<file path="src/rtl/q2_sequencer.sv">
// Q2 instruction-state sequencer.
// Steps each instruction through FETCH/DEREF/LOAD/EXEC and the bit-serial
// ALU phase. Also owns run/halt/single-step and the front-panel
// deposit/examine sequence. Every output is a flop decoded from the next
// state, so the control decode downstream sees glitch-free levels.
module q2_sequencer #(
    parameter int ALU_BITS = 12,
    parameter int CW       = 4
) (
    input  logic clk,
    input  logic rst,
    input  logic run,
    input  logic step,
    input  logic dep_req,
    input  logic exam_req,
    input  logic deref,
    input  logic o2,
    input  logic alu_op,
    output logic s0,
    output logic s1,
    output logic s2,
    output logic s3,
    output logic ws,
    output logic halted,
    output logic dep,
    output logic incp
);

    typedef enum logic [2:0] {
        ST_HALT,
        ST_FETCH,
        ST_DEREF,
        ST_LOAD,
        ST_EXEC,
        ST_ALU,
        ST_FP_DEP,
        ST_FP_INC
    } state_t;

    localparam logic [CW-1:0] LAST_IT = CW'(ALU_BITS - 1);

    state_t        state, nxt_state, bnd_state;
    logic          phase, nxt_phase;
    logic [CW-1:0] cnt, nxt_cnt;
    logic          step_flag, nxt_step_flag;
    logic          step_q, dep_q, exam_q;
    logic          step_edge, dep_edge, exam_edge;
    logic          nxt_active;

    // Front-panel switches become one-cycle requests against their last value.
    // They are only acted on in HALT, so edges seen elsewhere simply vanish.
    assign step_edge = step & ~step_q;
    assign dep_edge  = dep_req & ~dep_q;
    assign exam_edge = exam_req & ~exam_q;

    // A single-stepped instruction must stop at its boundary even with run=1.
    assign bnd_state = (run && !step_flag) ? ST_FETCH : ST_HALT;

    // Next-state, phase and ALU-iteration logic.
    always_comb begin
        // NOTE: every variable gets a default first, so no path leaves one
        // unassigned and no latch is inferred.
        nxt_state     = state;
        nxt_phase     = phase;
        nxt_cnt       = cnt;
        nxt_step_flag = step_flag;

        unique case (state)
            ST_HALT: begin
                nxt_phase = 1'b0;
                nxt_cnt   = '0;
                if (dep_edge) begin
                    nxt_state = ST_FP_DEP;
                end else if (exam_edge) begin
                    nxt_state = ST_FP_INC;
                end else if (step_edge) begin
                    nxt_state     = ST_FETCH;
                    nxt_step_flag = 1'b1;
                end else if (run) begin
                    nxt_state = ST_FETCH;
                end
            end
            ST_FETCH: begin
                nxt_phase = ~phase;
                if (phase) begin
                    if (deref)    nxt_state = ST_DEREF;
                    else if (!o2) nxt_state = ST_LOAD;
                    else          nxt_state = ST_EXEC;
                end
            end
            ST_DEREF: begin
                nxt_phase = ~phase;
                if (phase) nxt_state = o2 ? ST_EXEC : ST_LOAD;
            end
            ST_LOAD: begin
                nxt_phase = ~phase;
                if (phase) nxt_state = ST_EXEC;
            end
            ST_EXEC: begin
                nxt_phase = ~phase;
                if (phase) begin
                    if (alu_op) begin
                        nxt_state = ST_ALU;
                        nxt_cnt   = '0;
                    end else begin
                        nxt_state     = bnd_state;
                        nxt_step_flag = 1'b0;
                    end
                end
            end
            ST_ALU: begin
                nxt_phase = ~phase;
                if (phase) begin
                    if (cnt == LAST_IT) begin
                        nxt_state     = bnd_state;
                        nxt_step_flag = 1'b0;
                    end else begin
                        nxt_cnt = cnt + CW'(1);
                    end
                end
            end
            ST_FP_DEP: begin
                nxt_phase = 1'b0;
                nxt_state = ST_FP_INC;
            end
            ST_FP_INC: begin
                nxt_phase = 1'b0;
                nxt_state = ST_HALT;
            end
            default: begin
                nxt_phase = 1'b0;
                nxt_state = ST_HALT;
            end
        endcase
    end

    assign nxt_active = (nxt_state == ST_FETCH) || (nxt_state == ST_DEREF) ||
                        (nxt_state == ST_LOAD)  || (nxt_state == ST_EXEC)  ||
                        (nxt_state == ST_ALU);

    // State registers plus registered outputs decoded from the next state.
    always_ff @(posedge clk) begin
        // NOTE: non-blocking assignments throughout, so every flop samples
        // the pre-edge values no matter how the statements are ordered.
        if (rst) begin
            state     <= ST_HALT;
            phase     <= 1'b0;
            cnt       <= '0;
            step_flag <= 1'b0;
            step_q    <= 1'b0;
            dep_q     <= 1'b0;
            exam_q    <= 1'b0;
            s0        <= 1'b0;
            s1        <= 1'b0;
            s2        <= 1'b0;
            s3        <= 1'b0;
            ws        <= 1'b0;
            halted    <= 1'b1;
            dep       <= 1'b0;
            incp      <= 1'b0;
        end else begin
            state     <= nxt_state;
            phase     <= nxt_phase;
            cnt       <= nxt_cnt;
            step_flag <= nxt_step_flag;
            step_q    <= step;
            dep_q     <= dep_req;
            exam_q    <= exam_req;
            s0        <= (nxt_state == ST_DEREF) || (nxt_state == ST_EXEC);
            s1        <= (nxt_state == ST_LOAD)  || (nxt_state == ST_EXEC);
            s2        <= (nxt_state == ST_ALU);
            s3        <= (nxt_state == ST_ALU) && (nxt_cnt == LAST_IT);
            ws        <= nxt_active && nxt_phase;
            halted    <= (nxt_state == ST_HALT);
            dep       <= (nxt_state == ST_FP_DEP);
            incp      <= (nxt_state == ST_FP_INC);
        end
    end

endmodule

</file>
<file path="config.mk">
export PLATFORM = sky130hd
export DESIGN_NAME = q2_sequencer
export DESIGN_NICKNAME = d
export VERILOG_FILES = /design/src/rtl/q2_sequencer.sv
export SDC_FILE = /design/constraint.sdc
export NUM_CORES = 1
export LEC_CHECK = 0
export BUFFER_PORTS_ARGS = -buffer_cell sky130_fd_sc_hd__buf_2
export CORE_MARGIN = 2
export CORE_UTILIZATION = 57
export CTS_BUF_LIST = sky130_fd_sc_hd__clkbuf_2 sky130_fd_sc_hd__clkbuf_4 sky130_fd_sc_hd__clkbuf_8
export DETAILED_ROUTE_END_ITERATION = 16
export GPL_TIMING_DRIVEN = 0
export PLACE_DENSITY = 0.77
export REMOVE_ABC_BUFFERS = 1
export SETUP_SLACK_MARGIN = 0.2
export SLEW_MARGIN = 20
export SYNTH_ARGS = -nofsm -noshare
export SYNTH_HDL_FRONTEND = slang
export SYNTH_SLANG_ARGS = --single-unit
</file>
<file path="constraint.sdc">
create_clock -name clk -period 2.1 [get_ports clk]
set_clock_uncertainty 0.05 [all_clocks]
set_input_delay 0.42 -clock clk [delete_from_list [all_inputs] [get_ports clk]]
set_output_delay 0.42 -clock clk [all_outputs]
set_load 0.03 [all_outputs]
</file>
# Word level (Yosys, flattened, before mapping)
# Index checks and enable logic that the tools add are counted.
[classes] eq_ne=23 reduce_logical=16 addsub=1 muxes=29 bitwise_logic=7
[ops] operator="two-way mux 3 bit" count=13
[ops] operator="equality test 3 bit (second input constant)" count=8
[ops] operator="case mux 3 bit (8 select lines)" count=1
[ops] operator="two-way mux 4 bit" count=4
[ops] operator="!= test 2 bit (second input constant)" count=7
[ops] operator="equality test 3 x 2 -> 1 bit (second input constant)" count=4
[ops] operator="case mux 4 bit (3 select lines)" count=1
[ops] operator="equality test 4 bit (second input constant)" count=2
[ops] operator="two-way mux 1 bit" count=8
[ops] operator="AND reduction 8 bit" count=1
[ops] operator="equality test 3 x 1 -> 1 bit (second input constant)" count=2
[ops] operator="logical NOT 3 bit" count=2
[ops] operator="logical OR 1 bit" count=6
[ops] operator="OR reduction 5 bit" count=1
[ops] operator="adder 4 x 1 -> 4 bit (second input constant)" count=1
[ops] operator="inverter 1 bit" count=4
[ops] operator="AND 1 bit" count=3
[ops] operator="logical AND 1 bit" count=3
[ops] operator="case mux 1 bit (3 select lines)" count=1
[ops] operator="nonzero test 3 bit" count=1
[ops] operator="OR reduction 3 bit" count=1
[ops] operator="case mux 1 bit (2 select lines)" count=1
[ops] operator="logical NOT 1 bit" count=1
[totals] out_inout_bits=8 register_bits=20 inputBits=9 word_cells=91

# Depth between registers and ports, before layout
[logic_depth] word_depth=12 mapped_depth=7

# Least setup slack after synthesis
# No wires, ideal clock.
[synth_timing] path_kind="register -> register" from="register cnt[0]" to="register s3" t_arrival_ps=1391 stages_incl_launch_ff=7 path_slack_ps=567 t_required_ps=1958 synth_period_minus_slack_ps=1533 path_cell_list="dfxtp_1 > ha_1 > and4b_1 > nor3b_1 > o21a_1 > o211ai_1 > nor4_1"
[synth_between] elab_chain_cells=6
[synth_rtl] item="start: declaration" line="44" text="logic [CW-1:0] cnt, nxt_cnt;"
[synth_rtl] item="start signal: assignment" line="164" text="cnt <= nxt_cnt;"
[synth_rtl] item="adder 4 x 1 -> 4 bit / equality test 4 bit (equally long branches)" line="118, 114"
[synth_rtl] item="two-way mux 4 bit / two-way mux 3 bit (equally long branches)" line="114" text="if (cnt == LAST_IT) begin"
[synth_rtl] item="two-way mux 4 bit / two-way mux 3 bit (equally long branches)" line="113" text="if (phase) begin"
[synth_rtl] item="case mux 4 bit (3 select lines) / case mux 3 bit (8 select lines) (equally long branches)" line="68" text="unique case (state)"
[synth_rtl] item="equality test 4 bit / equality test 3 bit (equally long branches)" line="172" text="s3 <= (nxt_state == ST_ALU) && (nxt_cnt == LAST_IT);"
[synth_rtl] item="logical AND 1 bit *" line="172"
[synth_rtl] item="end signal: assignment" line="172"
[synth_rtl] item="end: declaration" line="22" text="output logic s3,"
# Mark *: on every way between the ends. The rest lies on a longest branch, timed or not.
# A chain may end at the register's enable or synchronous reset.

# Worst setup path in the final report
# Same ends and word-level chain as after synthesis.

==> impl_metrics.tcl <==
set metrics [dict create \
    dominantRegCellSynth "dfxtp_1" \
    post_route_cells_drive_above_1_share 0.225 \
    number_of_different_library_cells_in_the_post_synthesis_netlist 47 \
    floorplan.initialDensity 0.606 \
    dieArea_um2 2220 \
    wl_mm 2.26 \
    max_cap_viol_count 0 \
    via_per_inst 5.93 \
    worst_skew_pair.late_latency_ns 0.31 \
    synth_async_sr_flop_share 0 \
    cts_htree_levels 1 \
    wl_met1_um 960 \
    die_w_um 47.1 \
    post_drt_wl_per_cell_um 13.5 \
    final-hold-violation-count 0 \
    r2r_slack_ns 0.37 \
    fin_setup_tns_ns 0 \
    area_growth_syn_to_layout_pct 12.2 \
    p_per_area_nw_per_um2 1400 \
    drc 0 \
    max-clock-path-buffers 2 \
    antenna_found_initial 0 \
    per_instance_average_area_after_synthesis_um2 8.21 \
    setup.worst_path.start_class "flop" \
    cts_made_buffers 3 \
    detailedRoute.firstPassIterationCount 4 \
    number_of_enable_type_register_cells_in_the_synthesized_netlist 0 \
    netlist_instances 129 \
    critPathCaptureType "flop" \
    globalRouteOverflowTotal 0 \
    timing.slew.headroom 0.697 \
    ys_seq_area_frac 0.378 \
    coreArea_um2 1750 \
    dp_hpwl_mm 1.61 \
    hold-path-cell-count 2 \
    clockRootBuffer "clkbuf_4" \
    slew_viol_final 0 \
    num-nets-final 153 \
    via_count 990 \
    place_congestion 0.860 \
    detailroute.wirelength.met3_um 91 \
    top_level_ports 17 \
    critical_path.max_fanout 6 \
    post_cts_setup_driven_buffer_insertion_count 0 \
    outcome "finished, final reports clean" \
    ir_worst_vdd_mv 0.766 \
    leakage_uw 0.000471 \
    postLayoutCellArea_um2 1190 \
    synth_seq_cells 20 \
    critPathArrivalTime_ns 1.91 \
    wl_met2_mm 1.16 \
    place_area_um2 1130 \
    highest_layer "met4" \
    tightest_slew_ns 0.452 \
    count_of_inserted_antenna_diode_cells 0 \
    yosysWarnings 0 \
    final.min_clock_period_ns 1.73 \
    setup_viol 0 \
    dieHeight_um 47.1 \
    postCtsHoldBufs 0 \
    tritoncts_num_sinks 20 \
    grt_first_pass_wirelength_mm 3.35 \
    dp.cells 163 \
    port_buffers 16 \
    rsz0062_at_grt "no" \
    finalCritPeriodShare 0.826 \
    worst_ep_required_time_ns 2.28 \
    layout.cells.non_filler 167 \
    post_synth_instance_area_um2 1060 \
    pin_count_of_the_biggest_net_entering_global_routing 21 \
    groute.usage.overall 0.224 \
    crit_type "reg2reg" \
    cts_tree "built" \
    route.antenna.remaining_nets 0 \
    path_clk_slew_ns 0.12 \
    hold-worst-slack_ns 0.290 \
    max_freq_mhz 577 \
    via_count_of_the_first_global_routing_pass 835 \
    initialDrtViolationCount 21 \
    floorplan_row_count 15 \
    final.fill_count 155 \
    final_core_utilization 0.680 \
    worst-r2r-cell-count 6 \
    min-delay-path-class "in2reg" \
]
[worst paths after layout]
kind                start     end
setup reg to reg   cnt[0]      s3
setup / recovery   cnt[0]      s3
hold reg to reg    cnt[1]  cnt[1]
hold / removal    dep_req   dep_q
[cells by family (layout without fill, tap and decap cells)]
logic type	count (synthesis)	in the layout	synth area share
AOI/OAI and AO/OA	36	36	0.241
adders and majority gates	1	1	0.0118
buffers and inverters	10	23	0.0520
DFF	20	20	0.378
muxes	2	2	0.0189
and+or+nand+nor	60	60	0.298
[cells in the mapped netlist, types with 2 or more instances]
cell	number	area (um2)
mux2i_1	2	20.0
o21ai_0	5	25.0
nor3b_1	2	15.0
buf_4	2	15.0
nor3_1	9	45.0
nor2_1	15	56.3
nand2b_1	4	25.0
nand3_1	3	15.0
buf_2	2	10.0
and2_1	2	12.5
a31oi_1	2	12.5
inv_1	3	11.3
a211oi_1	3	22.5
dfxtp_1	20	400
nor2b_1	6	37.5
clkbuf_1	2	7.51
nor4b_1	2	17.5
a21oi_1	8	40.0
nand2_1	9	33.8
[registers in the layout (all words and copies together) (netlist names)]
register	flops
s3	1
incp	1
s0	1
state	3
exam_q	1
s2	1
s1	1
dep	1
cnt	4
step_flag	1
phase	1
halted	1
step_q	1
ws	1
dep_q	1
[report_power, final]
group	total, uW	switching (uW)	internal [uW]
logic	726	449	278
clock network	314	121	193
registers	621	144	477
total	1660	714	948
[critical path: stages, from the launching register on]
cell and delay [ns]:
dfxtp_1 0.38, ha_1 0.24, and4b_1 0.23, nor3b_1 0.19, o21a_1 0.16, o211ai_1 0.15
nor4_1 0.27
[through the flow]
step	worst slack (ns)	power [uW]
final	0.365	1660
after global routing	0.200	1770
after CTS	0.218	1660
after detailed placement	0.141	1340
after global placement	0.150	1320
after floorplan	0.459	1150
[layout make-up]
type                    count  area (um2)  share of cell area
repair buffers             16        80.1              0.0674
multi-input cells          99         607               0.511
inverters                   3        11.3             0.00948
clock buffers               3        22.5              0.0190
clock inverters             1        30.0              0.0253
flip-flops and latches     20         405               0.341
well taps                  25        31.3              0.0263
[timing repair]
| item | 4_1_cts | 5_1_grt |
|---|---|---|
| cloned | 0 | 0 |
| endpoints found under the setup margin | 4 | 12 |
| endpoints found under the hold margin | 0 | 0 |
| gates resized for setup | 1 | 5 |
[cell usage in the layout (no fill, tap or decap), types with 2 or more instances in the layout]
| cell | count |
|---|---|
| a211oi_1 | 3 |
| a21oi_1 | 8 |
| a31oi_1 | 2 |
| and2_1 | 2 |
| buf_2 | 16 |
| clkbuf_4 | 3 |
| dfxtp_1 | 16 |
| dfxtp_2 | 4 |
| inv_1 | 3 |
| mux2i_1 | 2 |
| nand2_1 | 9 |
| nand2b_1 | 4 |
| nand3_1 | 3 |
| nor2_1 | 15 |
| nor2b_1 | 6 |
| nor3_1 | 9 |
| nor3b_1 | 2 |
| nor4b_1 | 2 |
| o21ai_0 | 4 |
[per-layer routing]
metal / up-vias / global-route usage
met1: 455 / 0.240
met3: 6 / 0.0462
li1: 496 / -
met5: - / 0
met4: 0 / 0.128
met2: 33 / 0.403
Note: power is estimated with default switching activity, not from simulation.
